<file path="src/rtl/generador_pulsos.sv">
// Turns single-cycle event strobes into high/low pulses timed in icle ticks.
// Requests that arrive during a pulse are queued in a saturating counter.
module generador_pulsos #(
    parameter int HIGH_TICKS = 4,
    parameter int LOW_TICKS  = 4,
    parameter int PEND_W     = 3
) (
    input  logic              iclk,
    input  logic              ireset,
    input  logic              icle,
    input  logic              idisparo,
    output logic              osalida,
    output logic              obusy,
    output logic [PEND_W-1:0] opendientes,
    output logic              ooverflow
);

    localparam int MAX_TICKS = (HIGH_TICKS > LOW_TICKS) ? HIGH_TICKS : LOW_TICKS;
    // A one-tick pulse and guard would need a zero-width counter, so keep at least one bit.
    localparam int CNT_W = (MAX_TICKS > 1) ? $clog2(MAX_TICKS) : 1;

    localparam logic [CNT_W-1:0]  HIGH_LAST = CNT_W'(HIGH_TICKS - 1);
    localparam logic [CNT_W-1:0]  LOW_LAST  = CNT_W'(LOW_TICKS - 1);
    localparam logic [PEND_W-1:0] PEND_MAX  = '1;

    typedef enum logic [1:0] {
        ST_IDLE,
        ST_HIGH,
        ST_LOW
    } estado_t;

    estado_t           r_estado;
    estado_t           w_sig_estado;
    logic [CNT_W-1:0]  r_cnt;
    logic [CNT_W-1:0]  w_sig_cnt;
    logic [PEND_W-1:0] r_pend;
    logic              r_ovf;
    logic              r_salida;
    logic              w_inicio;
    logic              w_hay_pend;

    assign w_hay_pend = (r_pend != '0);

    always_comb begin
        // NOTE: every output of this block is defaulted first so no path leaves a latch.
        w_sig_estado = r_estado;
        w_sig_cnt    = r_cnt;
        w_inicio     = 1'b0;
        case (r_estado)
            ST_IDLE: begin
                if (icle && w_hay_pend) begin
                    w_sig_estado = ST_HIGH;
                    w_sig_cnt    = '0;
                    w_inicio     = 1'b1;
                end
            end
            ST_HIGH: begin
                if (icle) begin
                    if (r_cnt == HIGH_LAST) begin
                        w_sig_estado = ST_LOW;
                        w_sig_cnt    = '0;
                    end else begin
                        w_sig_cnt = r_cnt + 1'b1;
                    end
                end
            end
            ST_LOW: begin
                if (icle) begin
                    if (r_cnt == LOW_LAST) begin
                        w_sig_cnt = '0;
                        if (w_hay_pend) begin
                            w_sig_estado = ST_HIGH;
                            w_inicio     = 1'b1;
                        end else begin
                            w_sig_estado = ST_IDLE;
                        end
                    end else begin
                        w_sig_cnt = r_cnt + 1'b1;
                    end
                end
            end
            default: begin
                w_sig_estado = ST_IDLE;
                w_sig_cnt    = '0;
            end
        endcase
    end

    // NOTE: state registers use non-blocking assignments so every flop samples pre-edge values.
    always_ff @(posedge iclk) begin
        if (ireset) begin
            r_estado <= ST_IDLE;
            r_cnt    <= '0;
            r_salida <= 1'b0;
        end else begin
            r_estado <= w_sig_estado;
            r_cnt    <= w_sig_cnt;
            r_salida <= (w_sig_estado == ST_HIGH);
        end
    end

    // A strobe and a dequeue in the same cycle cancel; a strobe at saturation only flags overflow.
    always_ff @(posedge iclk) begin
        if (ireset) begin
            r_pend <= '0;
            r_ovf  <= 1'b0;
        end else begin
            case ({idisparo, w_inicio})
                2'b10: begin
                    if (r_pend == PEND_MAX) begin
                        r_ovf <= 1'b1;
                    end else begin
                        r_pend <= r_pend + 1'b1;
                    end
                end
                2'b01:   r_pend <= r_pend - 1'b1;
                default: r_pend <= r_pend;
            endcase
        end
    end

    assign osalida     = r_salida;
    assign opendientes = r_pend;
    assign ooverflow   = r_ovf;
    assign obusy       = (r_estado != ST_IDLE) || w_hay_pend;

endmodule

</file>
<file path="config.mk">
export PLATFORM = sky130hd
export DESIGN_NAME = generador_pulsos
export DESIGN_NICKNAME = d
export VERILOG_FILES = /design/src/rtl/generador_pulsos.sv
export SDC_FILE = /design/constraint.sdc
export NUM_CORES = 1
export LEC_CHECK = 0
export CAP_MARGIN = 20
export CORE_MARGIN = 4
export CORE_UTILIZATION = 35
export DETAILED_ROUTE_END_ITERATION = 7
export GPL_TIMING_DRIVEN = 0
export HOLD_SLACK_MARGIN = 0.15
export PLACE_DENSITY_LB_ADDON = 0.25
export SETUP_SLACK_MARGIN = 0.3
export SLEW_MARGIN = 20
export SYNTH_ARGS = -nofsm -noshare
export SYNTH_HDL_FRONTEND = slang
export SYNTH_SLANG_ARGS = --single-unit
</file>
<file path="constraint.sdc">
create_clock -name iclk -period 2.15 [get_ports iclk]
set_input_delay 0.3225 -clock iclk [delete_from_list [all_inputs] [get_ports iclk]]
set_output_delay 0.3225 -clock iclk [all_outputs]
set_load 0.05 [all_outputs]
</file>
**After elaboration in Yosys (flattened, before gate mapping)**

Cells that the tools add are included.

- Register bits after elaboration: 9
- Output and inout port bits: 6
- Word-level logic and storage cells: 46

- Add/subtract/negate cells: 3
- Equality and inequality tests: 10
- Multiplexer cells: 18
- Reduce and logical (&&, ||, !) cells: 10

Operators with widths:

| operator | count |
|---|---|
| 2-bit two-way mux | 8 |
| 2-bit by 1-bit equality test with 1-bit output (second input constant) | 3 |
| 2-bit equality test (second input constant) | 3 |
| 2-bit case mux with 3 select lines | 1 |
| 3-bit case mux with 2 select lines | 1 |
| 2-bit AND reduction | 3 |
| 1-bit two-way mux | 5 |
| 2-bit != test (second input constant) | 2 |
| 2-bit case mux with 2 select lines | 1 |
| 2-bit nonzero test | 2 |
| 3-bit by 1-bit adder with 3-bit output (second input constant) | 1 |
| 3-bit equality test (second input constant) | 1 |
| 3-bit two-way mux | 1 |
| 3-bit nonzero test | 1 |
| 3-bit by 1-bit subtractor with 3-bit output (second input constant) | 1 |
| 2-bit by 1-bit adder with 2-bit output (second input constant) | 1 |
| 2-bit logical NOT | 1 |
| 2-bit by 1-bit != test with 1-bit output (second input constant) | 1 |
| 1-bit case mux with 2 select lines | 1 |
| 2-bit OR reduction | 1 |
| 1-bit logical AND | 1 |
| 1-bit logical OR | 1 |

**Longest topological paths before layout**

Gate-level depths: netlist of the first run.

- Depth after elaboration: 8
- Mapped depth: 7
- Mapped depth without buffers: 7

**Least setup slack after synthesis of the first run**

No wires, ideal clock.

- Path type: reg-to-reg
- Start: reg r_pend[2], in the netlist opendientes[2]
- End: reg r_pend[2], in the netlist opendientes[2]
- Setup time: 0.123 ns
- Data arrival time: 2.002 ns
- Required time: 2.027 ns
- Setup slack: 0.025 ns
- Cell stages (with the launch flop): 6
- Period minus slack after synthesis: 2.125 ns
- Cells stage by stage: dfxtp_1 > or3_4 > nand4_1 > fa_1 > mux2i_1 > mux2_1

- Word-level cells in the longest chain between the ends: 8
- Elaborated cells on any way between the ends: 17

RTL lines:

| item | line | text |
|---|---|---|
| start: declaration | 36 | `logic [PEND_W-1:0] r_pend;` |
| start signal: assignment | 113 | `r_pend <= r_pend + 1'b1;` |
| start signal: assignment | 116 | `2'b01: r_pend <= r_pend - 1'b1;` |
| start signal: assignment | 117 | `default: r_pend <= r_pend;` |
| 3-bit nonzero test | 42 | `assign w_hay_pend = (r_pend != '0);` |
| 1-bit two-way mux | 71 | `if (w_hay_pend) begin` |
| 1-bit two-way mux | 69 | `if (r_cnt == LOW_LAST) begin` |
| 1-bit two-way mux | 68 | `if (icle) begin` |
| 1-bit case mux with 2 select lines | 49 | `case (r_estado)` |
| 2-bit equality test or 2-bit by 1-bit equality test with 1-bit output (tied branches) | 108 | `case ({idisparo, w_inicio})` |
| 2-bit != test (no line) or 2-bit nonzero test (tied branches) | n/a |  |
| 2-bit AND reduction (no line) | n/a |  |

Several ways; a longest one is shown, not always the timed one. The select of a mux whose other input is x is not followed.
A chain may end at the register's enable or synchronous reset.

**Worst setup path after layout of the first run**

- Start: in icle
- End: reg r_pend[2], in the netlist opendientes[2]

- Word-level cells in the longest chain between the ends: 6
- Elaborated cells on any way between the ends: 10

RTL lines:

| item | line | text |
|---|---|---|
| start: declaration | 10 | `input logic icle,` |
| 1-bit logical AND | 51 | `if (icle && w_hay_pend) begin` |
| 1-bit two-way mux | 51 |  |
| 1-bit case mux with 2 select lines (*) | 49 |  |
| 2-bit equality test or 2-bit by 1-bit equality test with 1-bit output (tied branches) | 108 |  |
| 2-bit != test (no line) or 2-bit nonzero test (tied branches) | n/a |  |
| 2-bit AND reduction (no line) | n/a |  |

Mark *: on every way between the ends. The rest lies on a longest branch, timed or not.

==> impl_metrics.csv, run 1 <==
group,metric,value,unit
status,status,"complete, no violations",
setup_path,timing.critical_path.cells,"clkdlybuf4s50_1 -> buf_4 -> nand4_1 -> fa_2 -> mux2i_1 -> mux2_1",
setup_path,top_cell_family_by_delay_on_the_critical_path,"buffers and inverters",
global_route,vias_in_the_first_global_route,446,
synth,gate_count_post_synth,62,
timing,final.min_clock_period,1.84,ns
layout,antenna_cells_inserted,0,
synth,postSynthAreaPerCell,8.94,um^2
global_route,grt_pass1_wl,1.99,mm
setup_path,worst_ep_arrival_time,1.98,ns
synth,synth_top_area_frac,0.325,
setup_path,timing.rr.end,"opendientes[2]",
layout,total_nets_final,90,
timing,setup_viol_count_final,0,
layout,final_cell_area,793,um^2
route,wl_per_cell,11.8,um
timing,timing_worst_slew_pin_value,0.492,ns
route,detail_route.wirelength,1.12,mm
clock_network,hold_fix_buffers_cts,0,
layout,fillCellCount,141,
global_route,globalRouteMet2Util,0.172,
pwr,max_rail_drop_vdd,0.504,mV
synth,netlist-cell-type-count,30,
pwr,finalPower,738,uW
setup_path,data_required_time_at_the_worst_endpoint,2.29,ns
clock_network,path_clk_slew,0.06,ns
die,die-area,0.00228,mm^2
timing,final_clock_period_utilization_by_the_worst_path,0.854,
setup_path,rr_startpoint,"r_cnt[1]",
synth,postSynthNetCount,72,
clock_network,cts_tree,"done",
global_route,groute.layer.met3.usage,0.0564,
die,die_width,47.8,um
synth,synth_top_area_cell,"sky130_fd_sc_hd__dfxtp_1",
synth,synth_seq_cells,9,
global_route,antenna_found_initial,0,
setup_path,critical_path_peak_fanout,10,
setup_path,cpMaxStageDelayCell,"sky130_fd_sc_hd__clkdlybuf4s50_1",
die,initial_utilization,0.368,
worst_hold_path,number_of_cells_on_the_worst_hold_path,2,
timing,maxClockFrequency,0.544,GHz
timing,setup_slack,0.313,ns
placement,placed_area,699,um^2
route,drtPass1Iterations,4,
die,top_ports,10,
placement,gpl.final_weighted_congestion,0.676,
global_route,grt_overflow_total,0,
layout,stdcell_count,95,
placement,detailedPlacementHpwl,850,um
placement,buffer_ports.inserted,8,
synth,postSynth.asyncResetShare,0,
route,drcViolationCount,0,
setup_path,critical_path.endpoint_type,"flop",
synth,yosys_warnings,0,
setup_path,timing.setup.critical_path_class,"in2reg",
route,detailroute.via_count,509,
layout,layout-drive-gt1-share,0.342,
setup_path,setup.reg_to_reg.worst_slack,0.31,ns
die,floorplan.core_area,0.00151,mm^2
clock_network,num_cts_buffers,3,
die,num_rows,14,
placement,post-place-ws,-0.173,ns
timing,rsz0062_at_grt,"yes",
timing,fin_worst_hold_slack,0.351,ns
global_route,grt_max_degree,11,
timing,finalHoldViolCount,0,
timing,max_slew_vio_count,0,
synth,edff_count_synth,0,
setup_path,timing.critical_path.slowest_cell_delay,0.48,ns
synth,syn_area,554,um^2
global_route,gr-usage-all-layers,0.127,
timing,clock_skew,0.00404,ns
clock_network,htree_levels,1,
timing,relSlewSlack,0.671,
pwr,p_leak,0.320,nW
run,max-cap-violations,0,
worst_hold_path,min_path_type,"in2reg",
clock_network,worst_skew_pair.late_latency,0.26,ns
global_route,gr-usage-met1,0.177,
route,antenna_left,0,
clock_network,root_buffer_master,"sky130_fd_sc_hd__clkbuf_4",
clock_network,clk_path_buf_depth,2,
worst_hold_path,holdCritStartpoint,"ireset",
synth,yosys.cell_count.top_type,"sky130_fd_sc_hd__dfxtp_1",
synth,netlist_top_cells_area,"sky130_fd_sc_hd__dfxtp_1 33%, sky130_fd_sc_hd__ha_1 11%, sky130_fd_sc_hd__a21oi_1 3.6%",
clock_network,clock_sink_count,9,
synth,synth.yosys.seq_area_share,0.325,
global_route,global_route.peak_usage_layer,"met1",
synth,post_synth_most_frequent_cells,"9 x sky130_fd_sc_hd__dfxtp_1, 5 x sky130_fd_sc_hd__ha_1, 5 x sky130_fd_sc_hd__inv_1, 5 x sky130_fd_sc_hd__nand2_1",
setup_path,start_kind,"primary input",
route,dr.first_iter.drc_count,6,
synth,ys_dominant_reg_cell,"sky130_fd_sc_hd__dfxtp_1",
die,floorplan.die.height,47.8,um
route,route.detailed.vias_per_inst,5.36,
pwr,power_density_relative_to_cell_area,931,mW/mm^2
placement,dp_cells,86,
setup_path,ff2ff_path_depth,6,
setup_path,critPathBufInv,2,
worst_hold_path,timing.hold.worst_endpoint,"opendientes[0]",
layout,synthToLayoutAreaGrowth,43.1,%
[metrics by stage]
step | setup TNS, ns | util
finish | 0 | 0.527
global route | 0 | 0.527
CTS | 0 | 0.518
detailed placement | -0.310 | 0.464
global placement | -0.305 | 0.464
floorplan | 0 | -
[area by class of cell]
cell class	instances	area (um^2)	share of cell area
timing repair buffer	13	123	0.155
sequential	9	198	0.249
buffer	2	12.5	0.0158
tap	16	20.0	0.0252
inverter	5	23.8	0.0300
multi-input combinational	46	390	0.492
clock buffer	4	26.3	0.0331
[how the worst max path moves through the flow]
stage | startpoint | endpoint | slack, ns | depth (start not counted)
after global routing | r_estado[1] | opendientes[2] | 0.18 | 7
after detailed placement | icle | opendientes[2] | -0.17 | 6
after CTS | r_estado[0] | opendientes[2] | 0.30 | 7
after global placement | icle | opendientes[2] | -0.18 | 6
final | icle | opendientes[2] | 0.31 | 6
after floorplan | r_estado[0] | opendientes[2] | 0.27 | 7
[registers in the layout (all words and copies together) (netlist names)]
name / cells
opendientes: 3
r_cnt: 2
r_estado: 2
ooverflow: 1
osalida: 1
[where the power goes]
group	total, mW	switching [mW]	internal (mW)
clock network	0.127	0.0554	0.0713
logic	0.382	0.213	0.169
registers	0.229	0.0303	0.199
total	0.738	0.299	0.439
[worst register-to-register path, delay by kind of cell, from the launching register on]
| kind | cells | cell delay (ns) |
|---|---|---|
| compound gates | 1 | 0.15 |
| fa+ha+maj | 2 | 0.53 |
| flops | 1 | 0.37 |
| mux | 2 | 0.51 |
| simple gates | 1 | 0.15 |
[layer usage]
layer / routed length, um / part of all wire
met1: 558 / 0.50
met2: 500 / 0.45
met3: 46 / 0.041
met4: 13 / 0.012
met5: 0 / 0
[logic make-up (layout without fill, tap and decap cells)]
family / Yosys count / count (layout) / share of synthesized area
xor gates and xnor gates: 1 / 1 / 0.0158
buffers and inverters: 7 / 24 / 0.0519
muxes: 2 / 2 / 0.0384
and+or+nand+nor: 19 / 19 / 0.190
adders and majority gates: 6 / 6 / 0.149
DFF: 9 / 9 / 0.325
AOI/OAI and AO/OA: 18 / 18 / 0.230
[placed cells by master, fill, tap and decap left out, types with 2 or more instances in the layout]
cell type,count
sky130_fd_sc_hd__a21o_1,2
sky130_fd_sc_hd__clkdlybuf4s50_1,7
sky130_fd_sc_hd__nand4_1,3
sky130_fd_sc_hd__a21oi_1,4
sky130_fd_sc_hd__clkbuf_4,3
sky130_fd_sc_hd__ha_4,3
sky130_fd_sc_hd__buf_4,6
sky130_fd_sc_hd__nand2_1,5
sky130_fd_sc_hd__dfxtp_1,3
sky130_fd_sc_hd__ha_1,2
sky130_fd_sc_hd__dfxtp_4,4
sky130_fd_sc_hd__dfxtp_2,2
sky130_fd_sc_hd__nor2_1,4
sky130_fd_sc_hd__nor2b_1,3
sky130_fd_sc_hd__o21ai_0,2
sky130_fd_sc_hd__inv_4,2
sky130_fd_sc_hd__inv_1,3
[timing repair]
| action | CTS | global route |
|---|---|---|
| pin swaps | 3 | 0 |
| setup endpoints to repair | 3 | 3 |
| setup buffers | 4 | 1 |
| gates resized for setup | 13 | 2 |
Power figures use the tool's default switching activity.
==> inputs of run 2 (changes only) <==
Settings changed: TNS_END_PERCENT from default to 10.
Clock period 2.15 ns to 1.5 ns, I/O delays scaled along.
==> impl_metrics.csv, run 2 (synthesis results as in run 1) <==
group,metric,value,unit
placement,post-place-ws,-0.726,ns
pwr,p_leak,0.337,nW
worst_hold_path,min_path_type,"in2reg",
route,dr.first_iter.drc_count,10,
global_route,grt_max_degree,11,
route,drtPass1Iterations,4,
timing,final.min_clock_period,1.84,ns
clock_network,clk_path_buf_depth,2,
clock_network,hold_fix_buffers_cts,0,
layout,final_core_util,0.534,
layout,layout-drive-gt1-share,0.481,
timing,final_sum_of_negative_setup_slack,-0.992,ns
timing,max_slew_vio_count,0,
layout,stdcell_count,97,
pwr,finalPower,1.06,mW
run,max-cap-violations,0,
die,floorplan.die.height,47.8,um
die,initial_utilization,0.368,
layout,fillCellCount,142,
clock_network,htree_levels,1,
setup_path,worst_ep_arrival_time,1.98,ns
timing,finalHoldViolCount,0,
route,wl_met3,51,um
route,drt-met1-wl,614,um
timing,setup_slack,-0.343,ns
layout,antenna_cells_inserted,0,
route,antenna_left,0,
route,drcViolationCount,0,
route,route.detailed.vias_per_inst,5.49,
pwr,power_density_relative_to_cell_area,1320,mW/mm^2
layout,final_common_cell,"sky130_fd_sc_hd__buf_4",
route,route.top_layer_used,"met4",
global_route,vias_in_the_first_global_route,479,
clock_network,path_clk_slew,0.06,ns
status,failing_checks,"setup timing",
layout,final_cell_mix,"7 x sky130_fd_sc_hd__buf_4, 5 x sky130_fd_sc_hd__nand2_1, 4 x sky130_fd_sc_hd__buf_2, 4 x sky130_fd_sc_hd__nor2_1, 4 x sky130_fd_sc_hd__dfxtp_4",
timing,relSlewSlack,0.731,
timing,clock_skew,0.00340,ns
timing,final_clock_period_utilization_by_the_worst_path,1.23,
die,num_rows,14,
route,detailroute.via_count,533,
clock_network,num_cts_buffers,3,
placement,gpl.final_weighted_congestion,0.676,
placement,buffer_ports.inserted,8,
layout,flip_flop_count_of_the_largest_register_all_copies_and_words_added,3,
route,detail_route.wirelength,1.26,mm
layout,total_nets_final,92,
pwr,max_rail_drop_vdd,0.707,mV
layout,area.sequential,199,um^2
route,met2WireLength,580,um
layout,multi_input_comb_area,410,um^2
setup_path,critical_path.endpoint_type,"flop",
status,status,"complete, but fails checks",
timing,setup_viol_count_final,7,
setup_path,critical_path_peak_fanout,4,
setup_path,timing.setup.critical_path_class,"reg2reg",
die,top_ports,10,
route,wl_per_cell,13.0,um
timing,maxClockFrequency,0.543,GHz
clock_network,worst_skew_pair.late_latency,0.25,ns
setup_path,data_required_time_at_the_worst_endpoint,1.64,ns
placement,dp_cells,86,
clock_network,cts_tree,"done",
global_route,grt_overflow_total,0,
timing,rsz0062_at_grt,"yes",
timing,timing_worst_slew_pin_value,0.403,ns
setup_path,start_kind,"flop",
global_route,grt_pass1_wl,2.09,mm
clock_network,clock_sink_count,9,
die,floorplan.core_area,0.00151,mm^2
clock_network,root_buffer_master,"sky130_fd_sc_hd__clkbuf_4",
global_route,antenna_found_initial,0,
die,die_width,47.8,um
global_route,gr-usage-all-layers,0.134,
die,die-area,0.00228,mm^2
placement,detailedPlacementHpwl,850,um
layout,synthToLayoutAreaGrowth,45.1,%
-- run 2: final timing paths --
check / from / end / slack, ns / cells after the start
worst max-delay path: r_estado[0] / opendientes[2] / -0.34 / 7
worst min-delay path: ireset / opendientes[1] / 0.27 / 2
worst max register to register: r_estado[0] / opendientes[2] / -0.34 / 7
worst min register to register: ooverflow / ooverflow / 0.47 / 2
-- run 2: final cells by class --
class | count | share of cell area
multi-input cells | 46 | 0.510
inverters | 5 | 0.0295
flip-flops and latches | 9 | 0.247
repair buffers | 15 | 0.143
clock buffers | 4 | 0.0327
plain buffers | 2 | 0.0124
well taps | 16 | 0.0249
-- run 2: where the power goes --
| group | switching (mW) | total, mW | internal, mW |
|---|---|---|---|
| Combinational | 0.326 | 0.551 | 0.226 |
| Sequential | 0.0434 | 0.329 | 0.286 |
| Clock | 0.0778 | 0.180 | 0.102 |
-- run 2: critical path, stage by stage (launching register included) --
cell and delay [ns]:
sky130_fd_sc_hd__dfxtp_2 0.33, sky130_fd_sc_hd__inv_4 0.08, sky130_fd_sc_hd__ha_4 0.13, sky130_fd_sc_hd__a21o_1 0.16, sky130_fd_sc_hd__nand4_1 0.15, sky130_fd_sc_hd__fa_2 0.37
sky130_fd_sc_hd__mux2i_1 0.18, sky130_fd_sc_hd__mux2_1 0.33
-- run 2: metrics by stage --
step / cell area (um^2) / hold slack [ns]
floorplan: 599 / 0.379
CTS: 797 / 0.256
detailed placement: 699 / 0.464
global route: 805 / 0.287
global placement: 699 / 0.453
finish: 805 / 0.269
-- run 2: per-layer routing --
metal,track usage,vias up
met5,0,-
li1,-,264
met4,0.0484,0
met3,0.0564,2
met2,0.198,9
met1,0.174,258
-- run 2: what timing repair did --
item / CTS / global route
gates cloned: 0 / 0
pin swaps: 8 / 1
resized for setup: 32 / 8
endpoints found under the setup margin: 15 / 12
setup buffers: 7 / 0
